===== src/rtl/demux_pkg.sv =====
// Shared constants and helpers for the stream demultiplexer and its channel slots.
package demux_pkg;

    localparam int CNT_W = 16;

    typedef logic [CNT_W-1:0] cnt_t;

    // Select width never drops below one bit, even for degenerate channel counts.
    function automatic int sel_bits(input int n);
        return (n <= 2) ? 1 : $clog2(n);
    endfunction

endpackage


===== src/rtl/demux_channel_slot.sv =====
// One-entry output buffer for a single demux channel; optional transfer counter
// under DEMUX_TRANSFER_COUNT_EN.
module demux_channel_slot
    import demux_pkg::*;
#(
    parameter int NR_OF_BITS = 8
)(
    input  logic                  i_clk,
    input  logic                  i_rst_n,
    input  logic                  i_load,
    input  logic [NR_OF_BITS-1:0] i_data,
    input  logic                  i_ready,
    output logic                  o_valid,
    output logic [NR_OF_BITS-1:0] o_data
`ifdef DEMUX_TRANSFER_COUNT_EN
   ,output cnt_t                  o_xfer_count
`endif
);

    logic                  r_valid;
    logic [NR_OF_BITS-1:0] r_data;
    logic                  w_drain;

    assign w_drain = r_valid && i_ready;

    // A load wins over a drain so a word can leave and arrive on the same edge.
    always_ff @(posedge i_clk) begin
        if (!i_rst_n) begin
            r_valid <= 1'b0;
            r_data  <= '0;
        end else if (i_load) begin
            r_valid <= 1'b1;
            r_data  <= i_data;
        end else if (w_drain) begin
            r_valid <= 1'b0;
            r_data  <= '0;
        end
    end

    assign o_valid = r_valid;
    assign o_data  = r_data;

`ifdef DEMUX_TRANSFER_COUNT_EN
    cnt_t r_xfer_count;

    always_ff @(posedge i_clk) begin
        if (!i_rst_n)
            r_xfer_count <= '0;
        else if (w_drain)
            r_xfer_count <= r_xfer_count + 1'b1;
    end

    assign o_xfer_count = r_xfer_count;
`endif

endmodule


===== src/rtl/stream_demultiplexer.sv =====
// Routes one valid/ready input stream to NR_OF_OUTPUTS buffered channels by Sel.
// Define DEMUX_TRANSFER_COUNT_EN to add per-channel transfer and drop counters.
module stream_demultiplexer
    import demux_pkg::*;
#(
    parameter  int NR_OF_OUTPUTS = 4,
    parameter  int NR_OF_BITS    = 8,
    localparam int SEL_BITS      = sel_bits(NR_OF_OUTPUTS)
)(
    input  logic                              Clock,
    input  logic                              Reset_n,
    input  logic                              Enable,
    input  logic [NR_OF_BITS-1:0]             DemuxIn,
    input  logic [SEL_BITS-1:0]               Sel,
    input  logic                              InValid,
    output logic                              InReady,
    output logic [NR_OF_OUTPUTS*NR_OF_BITS-1:0] DemuxOut,
    output logic [NR_OF_OUTPUTS-1:0]          OutValid,
    input  logic [NR_OF_OUTPUTS-1:0]          OutReady,
    output logic                              Dropped
`ifdef DEMUX_TRANSFER_COUNT_EN
   ,output logic [NR_OF_OUTPUTS*CNT_W-1:0]    XferCount,
    output logic [CNT_W-1:0]                  DropCount
`endif
);

    localparam logic [SEL_BITS:0] LP_NR_OUT = (SEL_BITS+1)'(NR_OF_OUTPUTS);

    logic [NR_OF_OUTPUTS-1:0] w_load;
    logic [NR_OF_OUTPUTS-1:0] w_valid;
    logic                     w_in_range;
    logic                     w_blocked;
    logic                     w_accept;
    logic                     r_dropped;

    assign w_in_range = ({1'b0, Sel} < LP_NR_OUT);

    // Only the addressed channel can stall the input; out-of-range selects never do.
    always_comb begin
        w_blocked = 1'b0;
        for (int k = 0; k < NR_OF_OUTPUTS; k++) begin
            if (Sel == SEL_BITS'(k))
                w_blocked = w_valid[k] && !OutReady[k];
        end
    end

    assign InReady  = Reset_n && Enable && !w_blocked;
    assign w_accept = InValid && InReady;

    for (genvar g = 0; g < NR_OF_OUTPUTS; g++) begin : g_slot
        assign w_load[g] = w_accept && (Sel == SEL_BITS'(g));

        demux_channel_slot #(
            .NR_OF_BITS (NR_OF_BITS)
        ) u_slot (
            .i_clk        (Clock),
            .i_rst_n      (Reset_n),
            .i_load       (w_load[g]),
            .i_data       (DemuxIn),
            .i_ready      (OutReady[g]),
            .o_valid      (w_valid[g]),
            .o_data       (DemuxOut[g*NR_OF_BITS +: NR_OF_BITS])
`ifdef DEMUX_TRANSFER_COUNT_EN
           ,.o_xfer_count (XferCount[g*CNT_W +: CNT_W])
`endif
        );
    end

    assign OutValid = w_valid;

    always_ff @(posedge Clock) begin
        if (!Reset_n)
            r_dropped <= 1'b0;
        else
            r_dropped <= w_accept && !w_in_range;
    end

    assign Dropped = r_dropped;

`ifdef DEMUX_TRANSFER_COUNT_EN
    cnt_t r_drop_count;

    always_ff @(posedge Clock) begin
        if (!Reset_n)
            r_drop_count <= '0;
        else if (w_accept && !w_in_range)
            r_drop_count <= r_drop_count + 1'b1;
    end

    assign DropCount = r_drop_count;
`endif

endmodule

===== config.mk =====
export PLATFORM = sky130hd
export DESIGN_NAME = stream_demultiplexer
export DESIGN_NICKNAME = d
export VERILOG_FILES = /design/src/rtl/demux_pkg.sv /design/src/rtl/demux_channel_slot.sv /design/src/rtl/stream_demultiplexer.sv
export SDC_FILE = /design/constraint.sdc
export NUM_CORES = 1
export LEC_CHECK = 0
export CAP_MARGIN = 20
export CORE_MARGIN = 2
export CORE_UTILIZATION = 45
export DETAILED_ROUTE_END_ITERATION = 8
export PLACE_DENSITY_LB_ADDON = 0.1
export SYNTH_ARGS = -nofsm -noshare
export SYNTH_HDL_FRONTEND = slang
export SYNTH_SLANG_ARGS = --single-unit

===== constraint.sdc =====
create_clock -name Clock -period 3.75 [get_ports Clock]
set_input_delay 0.9375 -clock Clock [delete_from_list [all_inputs] [get_ports Clock]]
set_output_delay 0.9375 -clock Clock [all_outputs]
set_load 0.02 [all_outputs]

Word level (Yosys, flattened, before mapping) --
Index checks and enable logic that the tools add are counted.
Cells by class: equal/unequal tests 3, mux-type cells 20, reductions and logical operators 25
Operator list (count):
- 8-bit 2-to-1 mux | 8
- 1-bit logical AND | 15
- 1-bit 2-to-1 mux | 12
- 2-bit nonzero test | 4
- 1-bit zero test | 5
- 2-bit equality test, second input constant | 2
- 2-bit by 1-bit equality test with 1-bit output, second input constant | 1
- 2-bit zero test | 1
Word-level totals: register bits after elaboration 36, bits of input ports 18, output and inout bits 38, word-level logic and storage cells 56

Logic depth before layout (Yosys ltp) --
word-level depth 11, gate-level depth with buffers 5, mapped depth without buffers 3

Hierarchy --
Synthesis repeated with hierarchy kept, for this count alone.
Unflattened totals: cell total of the unflattened synthesis 168, area, all modules 1556.5 um2
By module, submodules not included:
- demux_channel_slot | instances 4, cells an instance 37, area each 359.1 um2, sequential area each 180.2 um2
- stream_demultiplexer | instances 1, cells an instance 20, area each 120.1 um2, sequential area each 0.0 um2

Least setup slack after synthesis --
OpenSTA, ideal clock, no wires.
kind input-to-output, start input port OutReady[0], end output port InReady, arrival 1.893 ns, required time 2.812 ns, slack 0.919 ns, stages on the path 4, path buffers 1, path through nor2b_1 -> clkbuf_1 -> mux4_2 -> nor2_1
On the way: word-level cells in the longest chain between the ends 8
Ends and longest elaborated chain:
- start: declaration | line stream_demultiplexer.sv:19 | input logic [NR_OF_OUTPUTS-1:0] OutReady,
- 1-bit zero test | line stream_demultiplexer.sv:43 | w_blocked = w_valid[k] && !OutReady[k];
- 1-bit logical AND | line stream_demultiplexer.sv:43
- 1-bit 2-to-1 mux (4 in a row) | line stream_demultiplexer.sv:42 | if (Sel == SEL_BITS'(k))
- 1-bit zero test | line stream_demultiplexer.sv:47 | assign InReady = Reset_n && Enable && !w_blocked;
- 1-bit logical AND | line stream_demultiplexer.sv:47
- end: declaration | line stream_demultiplexer.sv:16 | output logic InReady,
Every way passes these cells.

Worst setup path after layout --
start input port OutReady[2], end output port InReady
On the way: word-level cells in the longest chain between the ends 6
Ends and longest elaborated chain (line):
- 1-bit zero test | stream_demultiplexer.sv:43
- 1-bit logical AND | stream_demultiplexer.sv:43
- 1-bit 2-to-1 mux (2 in a row) | stream_demultiplexer.sv:42
- 1-bit zero test | stream_demultiplexer.sv:47
- 1-bit logical AND | stream_demultiplexer.sv:47
Every way passes these cells.

==> results.yml <==
status:
  run_status: "finished clean"
drt:
  detail_route.wl_per_cell_um: 16.6
  num_vias: 1661
  final_antenna_net_count: 0
  number_of_remaining_drc_errors: 0
  drt_pass1_iterations: 6
  via_to_cell_ratio: 5.87
  detailedRoute.firstIterationViolations: 131
  finalWirelength_mm: 4.70
final_layout:
  diodes: 0
  post_route_cells_drive_above_1_share: 0.0638
  flow.area_growth_from_synthesis_pct: 34.7
  layout.cells.non_filler: 283
  final_common_cell: "sky130_fd_sc_hd__clkdlybuf4s50_1"
  final_net_count: 252
  fin_area_um2: 2350
  layout.cells.most_common_list: "sky130_fd_sc_hd__clkdlybuf4s50_1, sky130_fd_sc_hd__dfxtp_1, sky130_fd_sc_hd__nand2_1, sky130_fd_sc_hd__a21oi_1, sky130_fd_sc_hd__nand4_1"
cts:
  cts.reportedPaths.clkPinSlew_ns: 0.07
  post_cts_resize_count: 0
  postCtsHoldBufs: 0
  post_cts.repair.setup_buffers: 0
  insertion_delay_ns: 0.28
  cts_inserted_buffers: 5
  clock_sink_count: 36
  clock_path_buffers: 2
  clk_root_buffer_cell: "sky130_fd_sc_hd__clkbuf_8"
  clock_tree_from_tritoncts: "yes"
  htree_num_levels: 2
logic_synthesis:
  synthesis.area_um2: 1740
  sequential_share_of_the_synthesized_area: 0.413
  synth_fp_nets: 208
  yosysWarningCount: 0
  syn_inst: 190
  asyncSetResetFlopFracSynth: 0
  dominant_synthesized_flop_cell: "sky130_fd_sc_hd__dfxtp_1"
  avgSynthCellArea_um2: 9.17
  synth-edff-count: 0
  synth.distinct_cells: 37
  postSynthRegisterBits: 36
grt:
  overall_track_demand_over_capacity_in_global_routing: 0.228
  met1_usage: 0.268
  first_global_vias: 1575
  grt_util_met3: 0.0460
  overflow: 0
  grtUsageMet2: 0.394
  gr-max-usage-layer: "met2"
  grt_antenna_before_repair: 0
  grt_max_degree: 40
  grt_first_pass_wirelength_mm: 7.50
place:
  place_congestion: 0.834
  place_inst: 275
  placed_area_um2: 2260
  post-dp-hpwl_mm: 3.29
  io_buffers: 54
sta:
  setup_repair_after_global_routing_missed_its_margin: "no"
  minimum_clock_period_after_layout_ns: 3.67
  period_share: 0.978
  timing.slew.headroom: 0.661
  fmaxAchievable_mhz: 273
  setup-tns-final_ns: 0
  timing_hold_violations_final: 0
  timing.hold.ws_ns: 0.463
  measured_slew_at_the_worst_slew_check_pin_ns: 0.506
  setup_violations: 0
  worst_clock_skew_ns: 0.00265
  slew_viol_final: 0
hold_path:
  worst_hold_path.num_cells: 2
  holdCritStartpoint: "g_slot[2].u_slot.o_data[1]"
  worst_hold_path_type: "reg -> reg"
  hold_end: "g_slot[2].u_slot.o_data[1]"
critical_path:
  crit_path_max_fanout: 3
  required_ns: 2.81
  crit_chain: "clkdlybuf4s50_1 -> nor2b_1 -> mux4_2 -> nor2_1 -> clkdlybuf4s50_1"
  cp_slowest_cell: "sky130_fd_sc_hd__clkdlybuf4s50_1"
  timing.reg2reg.setup_slack_ns: 2.39
  setup.worst_path.start_class: "input pin"
  worstPathArrival_ns: 2.73
  worst-setup-path-type: "in -> out"
  crit-reg2reg-launch: "g_slot[0].u_slot.o_valid"
  crit_top_cell: "sky130_fd_sc_hd__clkdlybuf4s50_1"
  cp-end-kind: "primary output"
  worst_path_largest_cell_delay_ns: 0.61
  rr_endpoint: "g_slot[0].u_slot.o_data[6]"
  worst_r2r_path_depth: 4
power_and_ir_drop:
  fin_total_pwr_uw: 760
  static_leakage_power_uw: 0.000776
  vdd_drop_max_uv: 241
  power_density_nw_per_um2: 324
floorplanning:
  floorplan.io_pins: 56
  starting_density: 0.473
  floorplan.core_area_um2: 3690
  dieArea_um2: 4390
  floorplan.die.height_um: 66.2
  rows: 22
  chipWidth_um: 66.2
job:
  max_cap_viol_count: 0
-- critical path, delay by kind of cell --
kind                   cells  cell delay (ns)
buffers and inverters      2             1.12
multiplexers               1             0.48
AND/OR/NAND/NOR            2             0.19
-- Yosys cell counts, types with 3 or more instances --
library cell               instances  share of area
sky130_fd_sc_hd__o21a_1            8          0.034
sky130_fd_sc_hd__nand2_1          20          0.043
sky130_fd_sc_hd__o311a_1           7          0.040
sky130_fd_sc_hd__dfxtp_1          36           0.41
sky130_fd_sc_hd__buf_4             7          0.030
sky130_fd_sc_hd__inv_1             3         0.0065
sky130_fd_sc_hd__nor2_1            4         0.0086
sky130_fd_sc_hd__o311ai_0          8          0.040
sky130_fd_sc_hd__nand2b_1          3          0.011
sky130_fd_sc_hd__o211ai_1          7          0.030
sky130_fd_sc_hd__nor2b_1           5          0.018
sky130_fd_sc_hd__nor4b_1           7          0.035
sky130_fd_sc_hd__mux2i_1           8          0.046
sky130_fd_sc_hd__nand4_1          16          0.057
sky130_fd_sc_hd__buf_2             6          0.017
sky130_fd_sc_hd__clkbuf_1          7          0.015
sky130_fd_sc_hd__a21oi_1          18          0.052
-- per-layer routing --
| metal | up-vias | routed length, µm |
|---|---|---|
| li1 | 805 | - |
| met1 | 785 | 1890 |
| met2 | 61 | 2420 |
| met3 | 10 | 280 |
| met4 | 0 | 104 |
| met5 | - | 0 |
-- flip-flops by register name (all words and copies together), names as in the netlist --
signal,flops
g_slot.u_slot.o_data,32
g_slot.u_slot.o_valid,4
-- cell type report --
type	instances	area (µm²)
Clock buffer	8	90.1
Sequential cell	36	721
Fill cell	339	1340
Inverter	4	15.0
Tap cell	48	60.1
Timing Repair Buffer	59	578
Multi-Input combinational cell	128	883
-- where the power goes --
part,switching [µW],internal [µW]
combinational,51.1,38.8
clock,130,150
sequential,3.41,387
-- per-stage QoR --
stage	worst slack, ns	util
4_1_cts	0.0844	0.636
2_1_floorplan	0.919	-
3_5_place_dp	0.0829	0.612
5_1_grt	0.0233	0.636
3_3_place_gp	0.0974	0.612
6_report	0.0832	0.636
-- worst max path at each step --
| stage | startpoint | end | slack [ns] | depth (start not counted) |
|---|---|---|---|---|
| after global placement | OutReady[1] | InReady | 0.1 | 5 |
| final | OutReady[2] | InReady | 0.08 | 5 |
| after global routing | OutReady[2] | InReady | 0.02 | 5 |
| after floorplan | OutReady[0] | InReady | 0.92 | 4 |
| after detailed placement | OutReady[2] | InReady | 0.08 | 5 |
| after CTS | OutReady[2] | InReady | 0.08 | 5 |
-- kinds of logic (layout without fill, tap and decap cells) --
family | Yosys count | count (layout) | share of synthesized area
muxes | 9 | 9 | 0.0589
and+or+nand+nor | 63 | 63 | 0.219
buffers and inverters | 26 | 71 | 0.0797
other | 1 | 1 | 0.00215
DFF | 36 | 36 | 0.413
AOI/OAI and AO/OA | 55 | 55 | 0.227
Power figures use the tool's default switching activity.
